[src/rtl/baud_tick_counter.sv]
// baud_tick_counter: programmable-period tick generator with free-running and one-shot modes.
// Define BAUD_TICK_COUNTER_HALF_EN to build the mid-period half pulse; otherwise half is tied low.
module baud_tick_counter #(
    parameter int WIDTH          = 16,
    parameter int DEFAULT_PERIOD = 867,
    parameter bit AUTOSTART      = 1'b1
) (
    input  logic             in,
    input  logic             rst,
    input  logic             en,
    input  logic             start,
    input  logic             oneshot,
    input  logic [WIDTH-1:0] period,
    output logic             out,
    output logic             half,
    output logic             busy,
    output logic [WIDTH-1:0] count
);
    typedef enum logic {IDLE, RUN} state_t;
    state_t state, state_n;
    logic [WIDTH-1:0] count_n, period_q, period_n;
    logic out_n, act, wrap;
    assign act  = (state == RUN) && en;
    // >= rather than == so a shrunken period_q still wraps at once
    assign wrap = count >= period_q;
    assign busy = state == RUN;
    always_comb begin
        state_n  = state;
        count_n  = count;
        period_n = period_q;
        out_n    = 1'b0;
        if (start) begin
            state_n  = RUN;
            count_n  = '0;
            period_n = period;
        end else if (act) begin
            count_n = wrap ? '0 : count + 1'b1;
            out_n   = wrap;
            if (wrap) begin
                period_n = period;
                state_n  = oneshot ? IDLE : RUN;
            end
        end
    end
    always_ff @(posedge in or posedge rst)
        if (rst) begin
            state    <= AUTOSTART ? RUN : IDLE;
            count    <= '0;
            period_q <= WIDTH'(DEFAULT_PERIOD);
            out      <= 1'b0;
        end else begin
            state    <= state_n;
            count    <= count_n;
            period_q <= period_n;
            out      <= out_n;
        end
`ifdef BAUD_TICK_COUNTER_HALF_EN
    logic half_n;
    assign half_n = !start && act && !wrap && (count == (period_q >> 1));
    always_ff @(posedge in or posedge rst)
        if (rst) half <= 1'b0;
        else     half <= half_n;
`else
    assign half = 1'b0;
`endif
endmodule

[config.mk]
export PLATFORM = sky130hd
export DESIGN_NAME = baud_tick_counter
export DESIGN_NICKNAME = d
export VERILOG_FILES = /design/src/rtl/baud_tick_counter.sv
export SDC_FILE = /design/constraint.sdc
export NUM_CORES = 1
export LEC_CHECK = 0
export ABC_AREA = 1
export CAP_MARGIN = 0
export CORE_ASPECT_RATIO = 1.4
export CORE_MARGIN = 2
export CORE_UTILIZATION = 52
export CTS_CLUSTER_SIZE = 24
export DETAILED_ROUTE_END_ITERATION = 12
export PLACE_DENSITY_LB_ADDON = 0.15
export SYNTH_ARGS = -nofsm -noshare
export SYNTH_HDL_FRONTEND = slang
export SYNTH_SLANG_ARGS = --single-unit
export TNS_END_PERCENT = 100
[constraint.sdc]
create_clock -name in -period 2.7 [get_ports in]
set_clock_uncertainty 0.15 [all_clocks]
set_input_delay 0.27 -clock in [delete_from_list [all_inputs] [get_ports in]]
set_output_delay 0.27 -clock in [all_outputs]
set_load 0.01 [all_outputs]
; ---- Yosys cells after proc, flatten, opt, wreduce, memory -nomap -nowiden
; Index checks and enable logic that the tools add are counted.
[classes]
addsub = 1
n_lt_le_gt_ge = 1
muxes = 12
reduce_logical = 4
[ops]
columns = cell, n
row1 = 16-bit 2-to-1 mux, 6
row2 = "16-bit by 1-bit adder with 16-bit output, second input constant", 1
row3 = 16-bit >= comparator, 1
row4 = 1-bit 2-to-1 mux, 6
row5 = 2-bit nonzero test, 2
row6 = 2-bit AND reduction, 1
row7 = 1-bit logical AND, 1
[word_totals]
reg_bits = 34
elab_cells = 22

; ---- Logic depth before layout (Yosys ltp)
; Gate-level depths: netlist of the first run.
[depth]
word_depth = 4
depth_mapped = 15

; ---- Least setup slack after synthesis of the first run
; Ideal clock, no wire load.
[synth_path]
kind = register -> register
from = register period_q[9]
to = register period_q[7]
setup_time_ns = 0.117
arrival_ns = 1.671
required_time_ns = 2.433
setup_slack_ns = 0.762
path_stages_with_launch = 13
n_path_buf = 1
synth_period_minus_slack_ns = 1.938
cell_sequence = dfstp_2 inv_1 ha_1 nand2_1 nand2_1 nand2_1 a21oi_1 nor2_4 nand3_4 nand2_4 buf_12 nand2_2 nand2_1
[synth_via]
elab_chain_len = 3
[synth_rtl]
columns = element, line_no
row1 = "start, declared", 21  ; logic [WIDTH-1:0] count_n, period_q, period_n;
row2 = "start signal, assigned", 49  ; period_q <= WIDTH'(DEFAULT_PERIOD);
row3 = "start signal, assigned", 54  ; period_q <= period_n;
row4 = 16-bit >= comparator, 25  ; assign wrap = count >= period_q;
row5 = 2-bit nonzero test (no source line), n/a
row6 = 2-bit AND reduction (no source line), n/a
; Every way passes these cells.
; A chain may end at the register's enable or synchronous reset.

; ---- Worst setup path in the final report of the first run
[layout_path]
from = register state, in the netlist busy
to = register period_q[11]
[layout_via]
elab_chain_len = 3
[layout_rtl]
columns = element, line_no
row1 = "start, declared", 20  ; state_t state, state_n;
row2 = "start signal, assigned", 47  ; state <= AUTOSTART ? RUN : IDLE;
row3 = "start signal, assigned", 52  ; state <= state_n;
row4 = 1-bit logical AND, 23  ; assign act = (state == RUN) && en;
row5 = 2-bit nonzero test (no source line), n/a
row6 = 2-bit AND reduction (no source line), n/a
; Every way passes these cells.

==> results of run 1 <==
[registers in the layout, summed over array words and instances, names as in the netlist]
name      flops
period_q     16
busy          1
out           1
count        16
[through the flow]
step,instance area [um^2],total power [W],setup slack [ns],utilization,hold WS (ns)
floorplan,2140,0.000720,0.762,-,0.231
global placement,2540,0.000787,0.180,0.644,0.302
detailed placement,2540,0.000794,0.161,0.644,0.305
CTS,2680,0.00136,0.448,0.679,0.233
global route,2680,0.00142,0.212,0.679,0.269
finish,2680,0.00135,0.454,0.679,0.226
[kinds of logic after synthesis]
| logic type | share of synthesized area |
|---|---|
| and+or+nand+nor | 0.298 |
| buffers and inverters | 0.0882 |
| DFF | 0.401 |
| AOI/OAI and AO/OA | 0.0707 |
| adders and majority gates | 0.0993 |
| xor gates and xnor gates | 0.0409 |
| other | 0.00175 |
[area by class of cell]
cell class | instances | area (um^2) | share of cell area
Clock buffer | 5 | 68.8 | 0.0257
Clock inverter | 3 | 68.8 | 0.0257
Inverter | 38 | 143 | 0.0532
Multi-Input combinational cell | 194 | 1090 | 0.408
Sequential cell | 34 | 860 | 0.320
Tap cell | 43 | 53.8 | 0.0201
Timing Repair Buffer | 40 | 395 | 0.147
[report_power, final]
group | internal [W] | total [W] | switching, W | leakage, nW
registers | 0.000553 | 0.000581 | 0.0000282 | 0.432
clock network | 0.000370 | 0.000565 | 0.000195 | 0.0683
logic | 0.0000910 | 0.000202 | 0.000111 | 0.840
[final timing paths]
kind	end	cells past startpoint	slack, ns
min in group in	period_q[6]	2	0.31
min	count[0]	3	0.23
min reg2reg	period_q[6]	2	0.31
max in group asynchronous	busy	3	1.83
max	period_q[11]	7	0.45
max reg2reg	period_q[11]	7	0.45
[worst reg2reg max path, delay by kind of cell (launching register included)]
family / cells / cell delay, ns
buffers and inverters: 3 / 0.77
AND/OR/NAND/NOR: 4 / 0.83
flip-flops: 1 / 0.38
[cell usage after synthesis (all sizes together) (2+ instances only)]
cell type,number
a21oi,8
buf,3
clkbuf,3
dfrtp,27
dfstp,7
ha,17
inv,38
nand2,86
nand3,25
nand4,5
nor2,19
nor3,2
o21ai,11
o22ai,4
xnor2,2
xor2,8
[cells in the final DEF, fill, tap and decap left out, drive strengths merged, types with 2 or more instances in the layout]
| cell | Yosys | layout |
|---|---|---|
| buf | 3 | 2 |
| o21ai | 11 | 11 |
| xnor2 | 2 | 2 |
| ha | 17 | 17 |
| clkdlybuf4s50 | 0 | 38 |
| clkbuf | 3 | 5 |
| o22ai | 4 | 4 |
| nor2 | 19 | 19 |
| nand3 | 25 | 25 |
| dfstp | 7 | 7 |
| bufinv | 0 | 2 |
| xor2 | 8 | 8 |
| nor3 | 2 | 2 |
| nand2 | 86 | 86 |
| a21oi | 8 | 8 |
| dfrtp | 27 | 27 |
| nand4 | 5 | 5 |
| inv | 38 | 38 |
[routing by layer]
| layer | part of all wire | global-route usage | wire length [um] |
|---|---|---|---|
| met1 | 0.42 | 0.271 | 1990 |
| met2 | 0.50 | 0.397 | 2410 |
| met3 | 0.039 | 0.0421 | 188 |
| met4 | 0.039 | 0.144 | 186 |
| met5 | 0 | 0 | 0 |
==> run_results.csv, run 1 <==
group,metric,value,unit
synth,yosys-top-cells-area,"dfrtp_1, nand2_1, ha_1",
floorplanning,die_area,4660,um^2
global_routing,grt_max_degree,35,
critical_path,critPathRequiredTime,2.72,ns
synth,seq_area_frac_synth,0.401,
route,drtIter0Drc,68,
critical_path,critPathMaxFanout,13,
critical_path,criticalPathCategory,"reg -> reg",
cts,cts_tree,"done",
placed_design,dp_hpwl,3510,um
cells_and_area,antenna_cells,0,
global_routing,track_usage,0.235,
synth,ys.flop_type,"dfrtp_1",
sta,slew_headroom,0.490,
critical_path,slowest_stage,"nor2_1",
synth,syn_area,2140,um^2
synth,syn_inst,272,
sta,fmax,0.445,GHz
run_status,status,"finished, final reports clean",
critical_path,end_kind,"register",
sta,setup_tns,0,ns
critical_path,slowest_delay,0.58,ns
critical_path,crit_family,"simple AND/OR/NAND/NOR gates",
critical_path,r2r-start,"busy",
cts,cts.root.buffer_cell,"clkbuf_8",
floorplanning,start_util,0.542,
sta,period_share,0.832,
cts,cts_buffer_depth,2,
critical_path,start_kind,"register",
cts,cts_num_sinks,34,
cts,numCtsBuffers,5,
cts,post_cts_resized,0,
synth,yosys_warnings,0,
global_routing,grt_pass1_vias,1858,
route,vias,1889,
sta,period_minus_slack,2.25,ns
floorplanning,rows,27,
sta,hold_viol,0,
sta,grt_setup_unrepaired,"no",
cts,postCtsSetupBuffers,0,
global_routing,gr-total-overflow,0,
placed_design,routabilityCongestion,0.944,
cts,cts.clk_slew.worst_paths,0.08,ns
route,routed_via_density,5.29,
floorplanning,die_y,79.9,um
synth,synth_nets,310,
cts,ctsHoldBuffers,0,
synth,synth_cell_type_count,30,
pwr,p_per_area,502,nW/um^2
cells_and_area,post_route_cells_drive_above_1_share,0.108,
cts,h-tree-depth,2,
cts,clk_latency,0.29,ns
worst_hold_path,worst_hold_path_type,"in -> async",
cells_and_area,num-fill-cells,344,
critical_path,path_buf_inv,3,
floorplanning,pin_count,40,
synth,postSynthAreaPerCell,7.88,um^2
synth,synth_edf_count,0,
critical_path,worstPathCellList,"nand2_1 -> inv_1 -> nor2_1 -> inv_1 -> buf_4 -> nand3_1 -> nand2_1",
pwr,irDropWorstVdd,0.000424,V
synth,async_reset_ff_frac,1.00,
global_routing,grt_antenna_before_repair,0,
critical_path,cp_data_arrival_time,2.27,ns
synth,ys_seq_elements,34,
cells_and_area,area_growth,25.2,%
sta,finalSetupViolCount,0,
cells_and_area,final_cells,357,
floorplanning,die_x,58.2,um
placed_design,dp_cells,349,
floorplanning,core_area,3950,um^2
critical_path,crit_path_start,"busy",
cells_and_area,final_nets,351,
pwr,leakage,1.34,nW
route,routed_wl,4770,um
sta,tightestPinTransition,0.762,ns
route,first_pass_iters,4,
global_routing,grt_pass1_wl,8220,um
sta,final_max_slew_viol_count,0,
placed_design,io_buffers,38,
synth,yosys.area.top_type,"dfrtp_1",
job,cap_violations,0,
route,drc_errors,0,
synth,synth.top_cell.area_share,0.315,
route,drtAntennaViolNets,0,
route,wl_per_cell,13.4,um
No activity file was read; power rests on OpenSTA's default activity.
==> inputs of run 2 (changes only) <==
Clock period 2.7 ns to 2.1 ns, I/O delays scaled along.
==> run 2 against run 1 <==
  * Combinational power is 53% higher
  * Die area did not move
  * Via count grew 5.0%
  * Largest cell class unchanged
  * Utilization up 5.0 points
  * Wire length increased by 9.6%
  * Largest power group unchanged
  * Global-route usage up 0.51 points
  * Sequential share of layout area decreased by 2.2 points
  * Count of clock-buffer cells in the layout up 2
  * Flip-flop and latch count did not move
==> run_results.csv, run 2 (same netlist as run 1, synthesis figures left out) <==
group,metric,value,unit
critical_path,criticalPathCategory,"reg -> reg",
sta,setup_ws,0.0171,ns
route,first_pass_iters,4,
sta,period_share,0.992,
global_routing,gr-total-overflow,0,
placed_design,dp_cells,363,
critical_path,worstPathCellList,"inv_1 -> ha_1 -> a21oi_2 -> o21a_1 -> nand2_2 -> nand2_4 -> nand3_4 -> buf_4 -> nand3_1 -> nand2_1",
critical_path,critPathRequiredTime,2.14,ns
placed_design,io_buffers,38,
route,drc_errors,0,
floorplanning,core_area,3950,um^2
cts,h-tree-depth,2,
cells_and_area,antenna_cells,0,
cells_and_area,final_nets,372,
placed_design,dp_hpwl,3770,um
job,cap_violations,0,
sta,grt_setup_unrepaired,"yes",
cells_and_area,layout_commonest_cell,"nand2_1",
placed_design,pre_cts_ws,0.0492,ns
cells_and_area,layout_common_cells,"nand2_1, clkdlybuf4s50_1, inv_1",
cts,ctsHoldBuffers,0,
cts,numCtsBuffers,5,
sta,final_max_slew_viol_count,0,
critical_path,r2r_slack,0.02,ns
pwr,p_total,0.00156,W
sta,fmax,0.480,GHz
sta,hold_viol,0,
route,routed_wl,5230,um
placed_design,routabilityCongestion,0.846,
cells_and_area,final_cells,378,
cts,cts_buffer_depth,2,
floorplanning,die_area,4660,um^2
route,wl_per_cell,13.8,um
cells_and_area,final_cell_area,2880,um^2
critical_path,slowest_stage,"dfstp_2",
global_routing,grt_pass1_vias,1829,
floorplanning,die_y,79.9,um
critical_path,end_kind,"register",
cts,cts.root.buffer_cell,"clkbuf_8",
floorplanning,pin_count,40,
critical_path,start_kind,"register",
cells_and_area,reg_top3,"count (16), period_q (16)",
global_routing,grt_antenna_before_repair,0,
pwr,p_per_area,542,nW/um^2
cts,cts_num_sinks,34,
pwr,irDropWorstVdd,0.000572,V
cells_and_area,post-route-util,0.729,
route,drtAntennaViolNets,0,
floorplanning,start_util,0.542,
worst_hold_path,worst_hold_path_type,"in -> async",
route,drtIter0Drc,70,
cts,cts_tree,"done",
cells_and_area,multi_input_area,1160,um^2
cells_and_area,regArea,860,um^2
critical_path,cp_data_arrival_time,2.12,ns
global_routing,track_usage,0.240,
global_routing,grt_pass1_wl,8310,um
global_routing,grt_max_degree,35,
floorplanning,die_x,58.2,um
route,vias,1984,
cts,cts.clk_slew.worst_paths,0.07,ns
sta,tightestPinTransition,0.500,ns
pwr,leakage,1.44,nW
critical_path,slowest_delay,0.54,ns
sta,period_minus_slack,2.08,ns
cells_and_area,num-fill-cells,333,
cts,clk_latency,0.30,ns
floorplanning,rows,27,
sta,finalSetupViolCount,0,
sta,slew_headroom,0.666,
cells_and_area,post_route_cells_drive_above_1_share,0.188,
run_status,status,"finished, final reports clean",
route,routed_via_density,5.25,
placed_design,dpl-instance-area,2650,um^2
cells_and_area,area_growth,34.5,%
critical_path,critPathMaxFanout,7,
==> run 2: area by class of cell <==
type	count	share of cell area
sequential	34	0.298
multi-input combinational	195	0.402
timing repair buffer	60	0.200
clock inverter	1	0.00174
tap	43	0.0187
inverter	38	0.0495
clock buffer	7	0.0300
==> run 2: repair_timing <==
item,in CTS,in global routing
resized for setup,0,13
setup buffers,0,5
setup endpoints to repair,0,28
==> run 2: critical path: cells and delay by family (launching register included) <==
family          cells  cell delay [ns]
simple gates        5             0.48
flops               1             0.54
buf+inv             2             0.23
fa+ha+maj           1             0.31
compound gates      2             0.28
==> run 2: where the power goes <==
group / switching, W / internal [W]
Combinational: 0.000164 / 0.000146
Sequential: 0.0000336 / 0.000711
Clock: 0.000242 / 0.000264
Total: 0.000440 / 0.00112
==> run 2: final timing paths <==
check | endpoint | start | cells past startpoint
max | period_q[2] | period_q[5] | 10
min | period_q[7] | rst | 3
max reg2reg | period_q[2] | period_q[5] | 10
min reg2reg | period_q[6] | period_q[6] | 2
max in group asynchronous | period_q[5] | rst | 3
min in group in | period_q[6] | period[6] | 3
==> run 2: metrics by stage <==
step                TNS (ns)  hold WS [ns]
CTS                        0         0.176
finish                     0         0.161
global route          -0.863         0.208
floorplan                  0         0.171
detailed placement         0         0.310
global placement           0         0.302
==> run 2: per-layer routing <==
metal | vias to the layer above | GRT usage | part of all wire
met5 | - | 0 | 0
met4 | 0 | 0.128 | 0.033
met3 | 13 | 0.0454 | 0.038
met2 | 57 | 0.391 | 0.52
met1 | 921 | 0.297 | 0.41
li1 | 993 | - | -
